**src/rtl/alu_ctrl_pkg.sv**
```systemverilog
// Shared encodings for the pipelined ALU control block: ALUOp classes, ALU control codes,
// funct7 classes and FSM state encoding.
package alu_ctrl_pkg;

    localparam logic [1:0] ALUOP_MEM    = 2'b00;
    localparam logic [1:0] ALUOP_BRANCH = 2'b01;
    localparam logic [1:0] ALUOP_ARITH  = 2'b10;
    localparam logic [1:0] ALUOP_JUMP   = 2'b11;

    localparam logic [4:0] CODE_AND  = 5'b00000;
    localparam logic [4:0] CODE_OR   = 5'b00001;
    localparam logic [4:0] CODE_ADD  = 5'b00010;
    localparam logic [4:0] CODE_BNE  = 5'b00011;
    localparam logic [4:0] CODE_SLL  = 5'b00100;
    localparam logic [4:0] CODE_SRL  = 5'b00101;
    localparam logic [4:0] CODE_SUB  = 5'b00110;
    localparam logic [4:0] CODE_BGE  = 5'b00111;
    localparam logic [4:0] CODE_BLT  = 5'b01000;
    localparam logic [4:0] CODE_XOR  = 5'b01001;
    localparam logic [4:0] CODE_SRA  = 5'b01010;
    localparam logic [4:0] CODE_SLT  = 5'b01011;
    localparam logic [4:0] CODE_SLTU = 5'b01100;
    localparam logic [4:0] CODE_BLTU = 5'b01101;
    localparam logic [4:0] CODE_BGEU = 5'b01110;
    localparam logic [1:0] CODE_MEXT_PREFIX = 2'b10;

    localparam logic [6:0] F7_BASE = 7'b0000000;
    localparam logic [6:0] F7_ALT  = 7'b0100000;
    localparam logic [6:0] F7_MEXT = 7'b0000001;

    typedef enum logic [1:0] {
        ST_IDLE  = 2'd0,
        ST_WAIT  = 2'd1,
        ST_VALID = 2'd2
    } state_t;

    // Base-encoding arithmetic/logic op selected by funct3 alone.
    function automatic logic [4:0] arith_code(input logic [2:0] f3);
        case (f3)
            3'b000:  arith_code = CODE_ADD;
            3'b001:  arith_code = CODE_SLL;
            3'b010:  arith_code = CODE_SLT;
            3'b011:  arith_code = CODE_SLTU;
            3'b100:  arith_code = CODE_XOR;
            3'b101:  arith_code = CODE_SRL;
            3'b110:  arith_code = CODE_OR;
            default: arith_code = CODE_AND;
        endcase
    endfunction

endpackage

```
**src/rtl/alu_ctrl_decode.sv**
```systemverilog
// Combinational ALUOp/funct3/funct7 decoder. RV32M decoding is present only when
// ALU_CONTROL_PIPE_MEXT_EN is defined.
module alu_ctrl_decode
    import alu_ctrl_pkg::*;
(
    input  logic [1:0] ALUOp,
    input  logic [2:0] funct3,
    input  logic [6:0] funct7,
    input  logic       alu_src_imm,
    output logic [4:0] code,
    output logic       illegal,
    output logic       is_mul,
    output logic       is_div
);

    logic imm_plain;

    // Immediates only carry a funct7 field for the shift encodings.
    assign imm_plain = alu_src_imm && (funct3 != 3'b001) && (funct3 != 3'b101);

    always_comb begin
        code    = CODE_ADD;
        illegal = 1'b0;
        is_mul  = 1'b0;
        is_div  = 1'b0;
        case (ALUOp)
            ALUOP_BRANCH: begin
                case (funct3)
                    3'b000:  code = CODE_SUB;
                    3'b001:  code = CODE_BNE;
                    3'b100:  code = CODE_BLT;
                    3'b101:  code = CODE_BGE;
                    3'b110:  code = CODE_BLTU;
                    3'b111:  code = CODE_BGEU;
                    default: illegal = 1'b1;
                endcase
            end
            ALUOP_ARITH: begin
                if (imm_plain || funct7 == F7_BASE) begin
                    code = arith_code(funct3);
                end else if (funct7 == F7_ALT) begin
                    case (funct3)
                        3'b000:  code = CODE_SUB;
                        3'b101:  code = CODE_SRA;
                        default: illegal = 1'b1;
                    endcase
                end
`ifdef ALU_CONTROL_PIPE_MEXT_EN
                else if (funct7 == F7_MEXT && !alu_src_imm) begin
                    code   = {CODE_MEXT_PREFIX, funct3};
                    is_mul = !funct3[2];
                    is_div = funct3[2];
                end
`endif
                else begin
                    illegal = 1'b1;
                end
            end
            default: code = CODE_ADD;
        endcase
    end

endmodule

```
**src/rtl/alu_control_pipe.sv**
```systemverilog
// Registered ALU control decoder with valid/ready handshake. Define ALU_CONTROL_PIPE_MEXT_EN
// to enable multi-cycle RV32M ops (WAIT state with latency counter).
module alu_control_pipe
    import alu_ctrl_pkg::*;
#(
    parameter int CTRL_W  = 5,
    parameter int MUL_LAT = 3,
    parameter int DIV_LAT = 32
)
(
    input  logic              clock,
    input  logic              reset_n,
    input  logic              in_valid,
    output logic              in_ready,
    input  logic [1:0]        ALUOp,
    input  logic [2:0]        funct3,
    input  logic [6:0]        funct7,
    input  logic              alu_src_imm,
    input  logic              flush,
    output logic              out_valid,
    input  logic              out_ready,
    output logic [CTRL_W-1:0] ALUcontrol,
    output logic              illegal,
    output logic              busy
);

    state_t     state;
    state_t     next_state;
    logic [4:0] dec_code;
    logic       dec_illegal;
    logic       dec_is_mul;
    logic       dec_is_div;
    logic       accept;
    logic       needs_wait;
    logic       wait_done;

    alu_ctrl_decode u_decode (
        .ALUOp       (ALUOp),
        .funct3      (funct3),
        .funct7      (funct7),
        .alu_src_imm (alu_src_imm),
        .code        (dec_code),
        .illegal     (dec_illegal),
        .is_mul      (dec_is_mul),
        .is_div      (dec_is_div)
    );

    assign accept = in_valid && in_ready && !flush;

`ifdef ALU_CONTROL_PIPE_MEXT_EN
    localparam int MAX_LAT = (MUL_LAT > DIV_LAT) ? MUL_LAT : DIV_LAT;
    localparam int CNT_W   = $clog2(MAX_LAT + 1);

    logic [CNT_W-1:0] counter;
    logic [CNT_W-1:0] start_count;

    // A latency of one collapses to the single-cycle path and never enters WAIT.
    assign needs_wait  = (dec_is_mul && MUL_LAT > 1) || (dec_is_div && DIV_LAT > 1);
    assign start_count = dec_is_div ? CNT_W'(DIV_LAT - 1) : CNT_W'(MUL_LAT - 1);
    assign wait_done   = (counter == CNT_W'(1));

    always_ff @(posedge clock or negedge reset_n) begin
        if (!reset_n) begin
            counter <= '0;
        end else if (flush) begin
            counter <= '0;
        end else if (accept && needs_wait) begin
            counter <= start_count;
        end else if (state == ST_WAIT && counter != '0) begin
            counter <= counter - CNT_W'(1);
        end
    end
`else
    localparam int unused_lat = MUL_LAT + DIV_LAT;

    logic unused_dec;

    assign unused_dec = dec_is_mul | dec_is_div;
    assign needs_wait = 1'b0;
    assign wait_done  = 1'b0;
`endif

    always_ff @(posedge clock or negedge reset_n) begin
        if (!reset_n) begin
            state <= ST_IDLE;
        end else begin
            state <= next_state;
        end
    end

    // Flush wins over everything, including a request arriving in the same cycle.
    always_comb begin
        next_state = state;
        if (flush) begin
            next_state = ST_IDLE;
        end else begin
            case (state)
                ST_IDLE: begin
                    if (accept) next_state = needs_wait ? ST_WAIT : ST_VALID;
                end
                ST_WAIT: begin
                    if (wait_done) next_state = ST_VALID;
                end
                ST_VALID: begin
                    if (out_ready) begin
                        if (accept) next_state = needs_wait ? ST_WAIT : ST_VALID;
                        else        next_state = ST_IDLE;
                    end
                end
                default: next_state = ST_IDLE;
            endcase
        end
    end

    always_comb begin
        in_ready  = (state == ST_IDLE) || (state == ST_VALID && out_ready);
        out_valid = (state == ST_VALID);
`ifdef ALU_CONTROL_PIPE_MEXT_EN
        busy      = (state == ST_WAIT);
`else
        busy      = 1'b0;
`endif
    end

    // Result is captured at acceptance and held through WAIT and any stall.
    always_ff @(posedge clock or negedge reset_n) begin
        if (!reset_n) begin
            ALUcontrol <= CTRL_W'(CODE_ADD);
            illegal    <= 1'b0;
        end else if (accept) begin
            ALUcontrol <= CTRL_W'(dec_code);
            illegal    <= dec_illegal;
        end
    end

endmodule

```
**config.mk**
```make
export PLATFORM = sky130hd
export DESIGN_NAME = alu_control_pipe
export DESIGN_NICKNAME = d
export VERILOG_FILES = /design/src/rtl/alu_ctrl_pkg.sv /design/src/rtl/alu_ctrl_decode.sv /design/src/rtl/alu_control_pipe.sv
export SDC_FILE = /design/constraint.sdc
export NUM_CORES = 1
export LEC_CHECK = 0
export ABC_AREA = 1
export CORE_AREA = 2 2 39 41
export CTS_CLUSTER_SIZE = 28
export DETAILED_ROUTE_END_ITERATION = 16
export DIE_AREA = 0 0 41 43
export PLACE_DENSITY = 0.8
export SLEW_MARGIN = 20
export SYNTH_ARGS = -nofsm -noshare
export SYNTH_HDL_FRONTEND = slang
export SYNTH_SLANG_ARGS = --single-unit
```
**constraint.sdc**
```tcl
create_clock -name clock -period 3.6 [get_ports clock]
set_clock_uncertainty 0.15 [all_clocks]
set_input_delay 0.36 -clock clock [delete_from_list [all_inputs] [get_ports clock]]
set_output_delay 0.36 -clock clock [all_outputs]
set_load 0.05 [all_outputs]
```
==> impl_metrics.tcl <==
set metrics [dict create \
    status "finished, final reports clean" \
    portBuffers 24 \
    cp_common_cell "clkdlybuf4s50_1" \
    final.setup.worst_slack_ps 1373 \
    routabilityCongestion 0.9139 \
    gr-total-overflow 0 \
    coreArea_sq_um 1384 \
    crit_path_end_kind "output port" \
    max-slew-margin-rel 0.6618 \
    clockPowerShare 0.294 \
    totalPowerFinal_mw 0.2486 \
    postSynthCellCount 85 \
    die_x_microns 41 \
    cts_resized 0 \
    start_kind "input pin" \
    synth_seq_cells 6 \
    start_util 0.3743 \
    dieArea_sq_um 1763 \
    io_pins 27 \
    drive_above_1_share 0.1250 \
    die_y_microns 43 \
    clk_latency_ps 260 \
    seqPwrFrac 0.315 \
    ys_types 17 \
    wl_per_cell_microns 9.195 \
    worstPathArrival_ps 1720 \
    h-tree-depth 1 \
    routed_wl_microns 1177 \
    via_count 596 \
    synth_warnings 0 \
    grt_antenna_before_repair 0 \
    cts_tree "done" \
    numCtsBuffers 3 \
    switching_share 0.3687 \
    clock_path_buffers 2 \
    critPathMaxStageDelay_ps 790 \
    path_cells "clkdlybuf4s50_1, nor2_1, inv_1, clkdlybuf4s50_1" \
    p_switching_mw 0.09165 \
    area_delta_synth_final_pct 53.14 \
    num_antenna_cells 0 \
    cts_setup_buffers 0 \
    cts-root-buf "clkbuf_4" \
    internal_power_mw 0.1570 \
    std_cell_rows 14 \
    finalCritPeriodShare 0.6187 \
    grt_pass1_wl_microns 2063 \
    syn_area_sq_um 518.0 \
    cts.clk_slew.worst_paths_ps 50 \
    setup_viol 0 \
    power_density_nw_per_um2 313.4 \
    worst_pin_slew_ps 505.7 \
    rsz0062_at_grt "false" \
    ctsHoldBuffers 0 \
    hold_viol 0 \
    nets 133 \
    drt.antenna.violating_nets 0 \
    critical_path_required_ps 3090 \
    p_leak_nw 0.4066 \
    hpwl_microns 997.9 \
    drc 0 \
    avgSynthCellArea_sq_um 6.094 \
    fin_setup_tns_ps 0 \
    path_max_fanout 2 \
    place_ws_ps 1363 \
    p_comb_frac 0.390 \
    vias_per_cell 4.656 \
    track_usage 0.1670 \
    grt_pass1_vias 520 \
    max-cap-violations 0 \
    seq_area_frac_synth 0.2923 \
    ir_drop_mv 0.1546 \
    fin_crit_ps 2227 \
    crit_slowest_cell "clkdlybuf4s50_1" \
    crit_buf_inv 3 \
    path_class "input pin to output port" \
    drt_pass1_iterations 4 \
    critPathTopFamily "buffers and inverters" \
    clock.fmax_mhz 449.0 \
    drv_slew 0 \
    hp-class "input pin to asynchronous set/reset pin" \
    grt_max_degree 7 \
    first_iter_violations 14 \
    cts.sinks 6 \
]
placed cells by master, fill, tap and decap left out:
cell	synthesis	routed
inv_2	5	5
clkdlybuf4s50_1	0	24
a21oi_1	3	3
o21ai_1	2	2
nor2_4	1	1
nor3_1	2	2
ha_1	2	2
nor2_1	10	10
clkbuf_1	0	1
dfstp_2	1	1
conb_1	1	2
o211ai_1	1	1
nand2_1	24	24
dfrtp_1	5	5
clkbuf_4	0	3
nand3_1	7	7
nand2_2	4	4
inv_1	10	10
o21ai_0	5	5
state kept, by name, indices dropped and copies added (netlist names):
register	cells
illegal	1
ALUcontrol	4
state	1
worst reg2reg max path, cell delays in order (launching register included):
cell,delay (ps)
dfrtp_1,370
inv_1,50
nor2_1,40
nor3_1,290
nand2_1,120
inv_1,120
nand2_1,60
nand2_1,60
power by group through the flow:
stage               registers (mW)  clock network, mW  logic, mW
CTS                         0.0786             0.0768     0.0976
global route                0.0795             0.0817      0.105
floorplan                    0.103                  0     0.0355
detailed placement          0.0797                  0     0.0974
global placement            0.0796                  0     0.0959
finish                      0.0784             0.0732     0.0970
synth_stat cells, drive strengths merged:
library cell	n	share of area
a21oi	3	0.029
buf	2	0.029
conb	1	0.0072
dfrtp	5	0.24
dfstp	1	0.051
ha	2	0.048
inv	15	0.11
nand2	28	0.22
nand3	7	0.068
nor2	11	0.094
nor3	2	0.019
o211ai	1	0.014
o21ai	7	0.068
logic make-up (layout without fill, tap and decap cells):
family | count (synthesis) | count (layout) | share of synthesized area
fa+ha+maj | 2 | 2 | 0.04830
flops | 6 | 6 | 0.2923
simple gates | 48 | 48 | 0.4034
compound gates | 11 | 11 | 0.1111
other cells | 1 | 2 | 0.007239
buf+inv | 17 | 43 | 0.1377
routing by layer:
layer / track usage / routed length [microns] / vias up
li1: - / - / 318
met5: 0 / 0 / -
met4: 0.06000 / 19 / 0
met2: 0.2406 / 576 / 15
met3: 0.04712 / 65 / 3
met1: 0.2310 / 515 / 260
final cells by class:
type / count / area (sq um)
timing repair buffer: 24 / 240.2
multi-input combinational: 63 / 299.0
inverter: 15 / 56.30
clock buffer: 4 / 26.28
fill: 137 / 590.6
tap: 16 / 20.02
sequential: 6 / 151.4
stage by stage:
step                instances  cell area, sq um  hold slack, ps    util
detailed placement        124             767.0           323.1  0.5543
global route              128             793.3           200.6  0.5732
CTS                       128             793.3           193.9  0.5732
floorplan                  86             521.8          -85.59       -
global placement          124             767.0           313.8  0.5543
finish                    128             793.3           189.5  0.5732
path summary, 6_finish.rpt:
check / from / to / slack, ps / cells after the start
setup / recovery: out_ready / in_ready / 1370 / 4
setup reg to reg: state[1]$_DFFE_PN0P_ / ALUcontrol[0]$_DFFE_PN0P_ / 2280 / 7
max in group asynchronous: reset_n / ALUcontrol[1]$_DFFE_PN1P_ / 2830 / 1
min in group clock: illegal$_DFFE_PN0P_ / illegal$_DFFE_PN0P_ / 330 / 2
hold / removal: reset_n / ALUcontrol[3]$_DFFE_PN0P_ / 190 / 1
hold reg to reg: illegal$_DFFE_PN0P_ / illegal$_DFFE_PN0P_ / 330 / 2
Note: power is estimated with default switching activity, not from simulation.
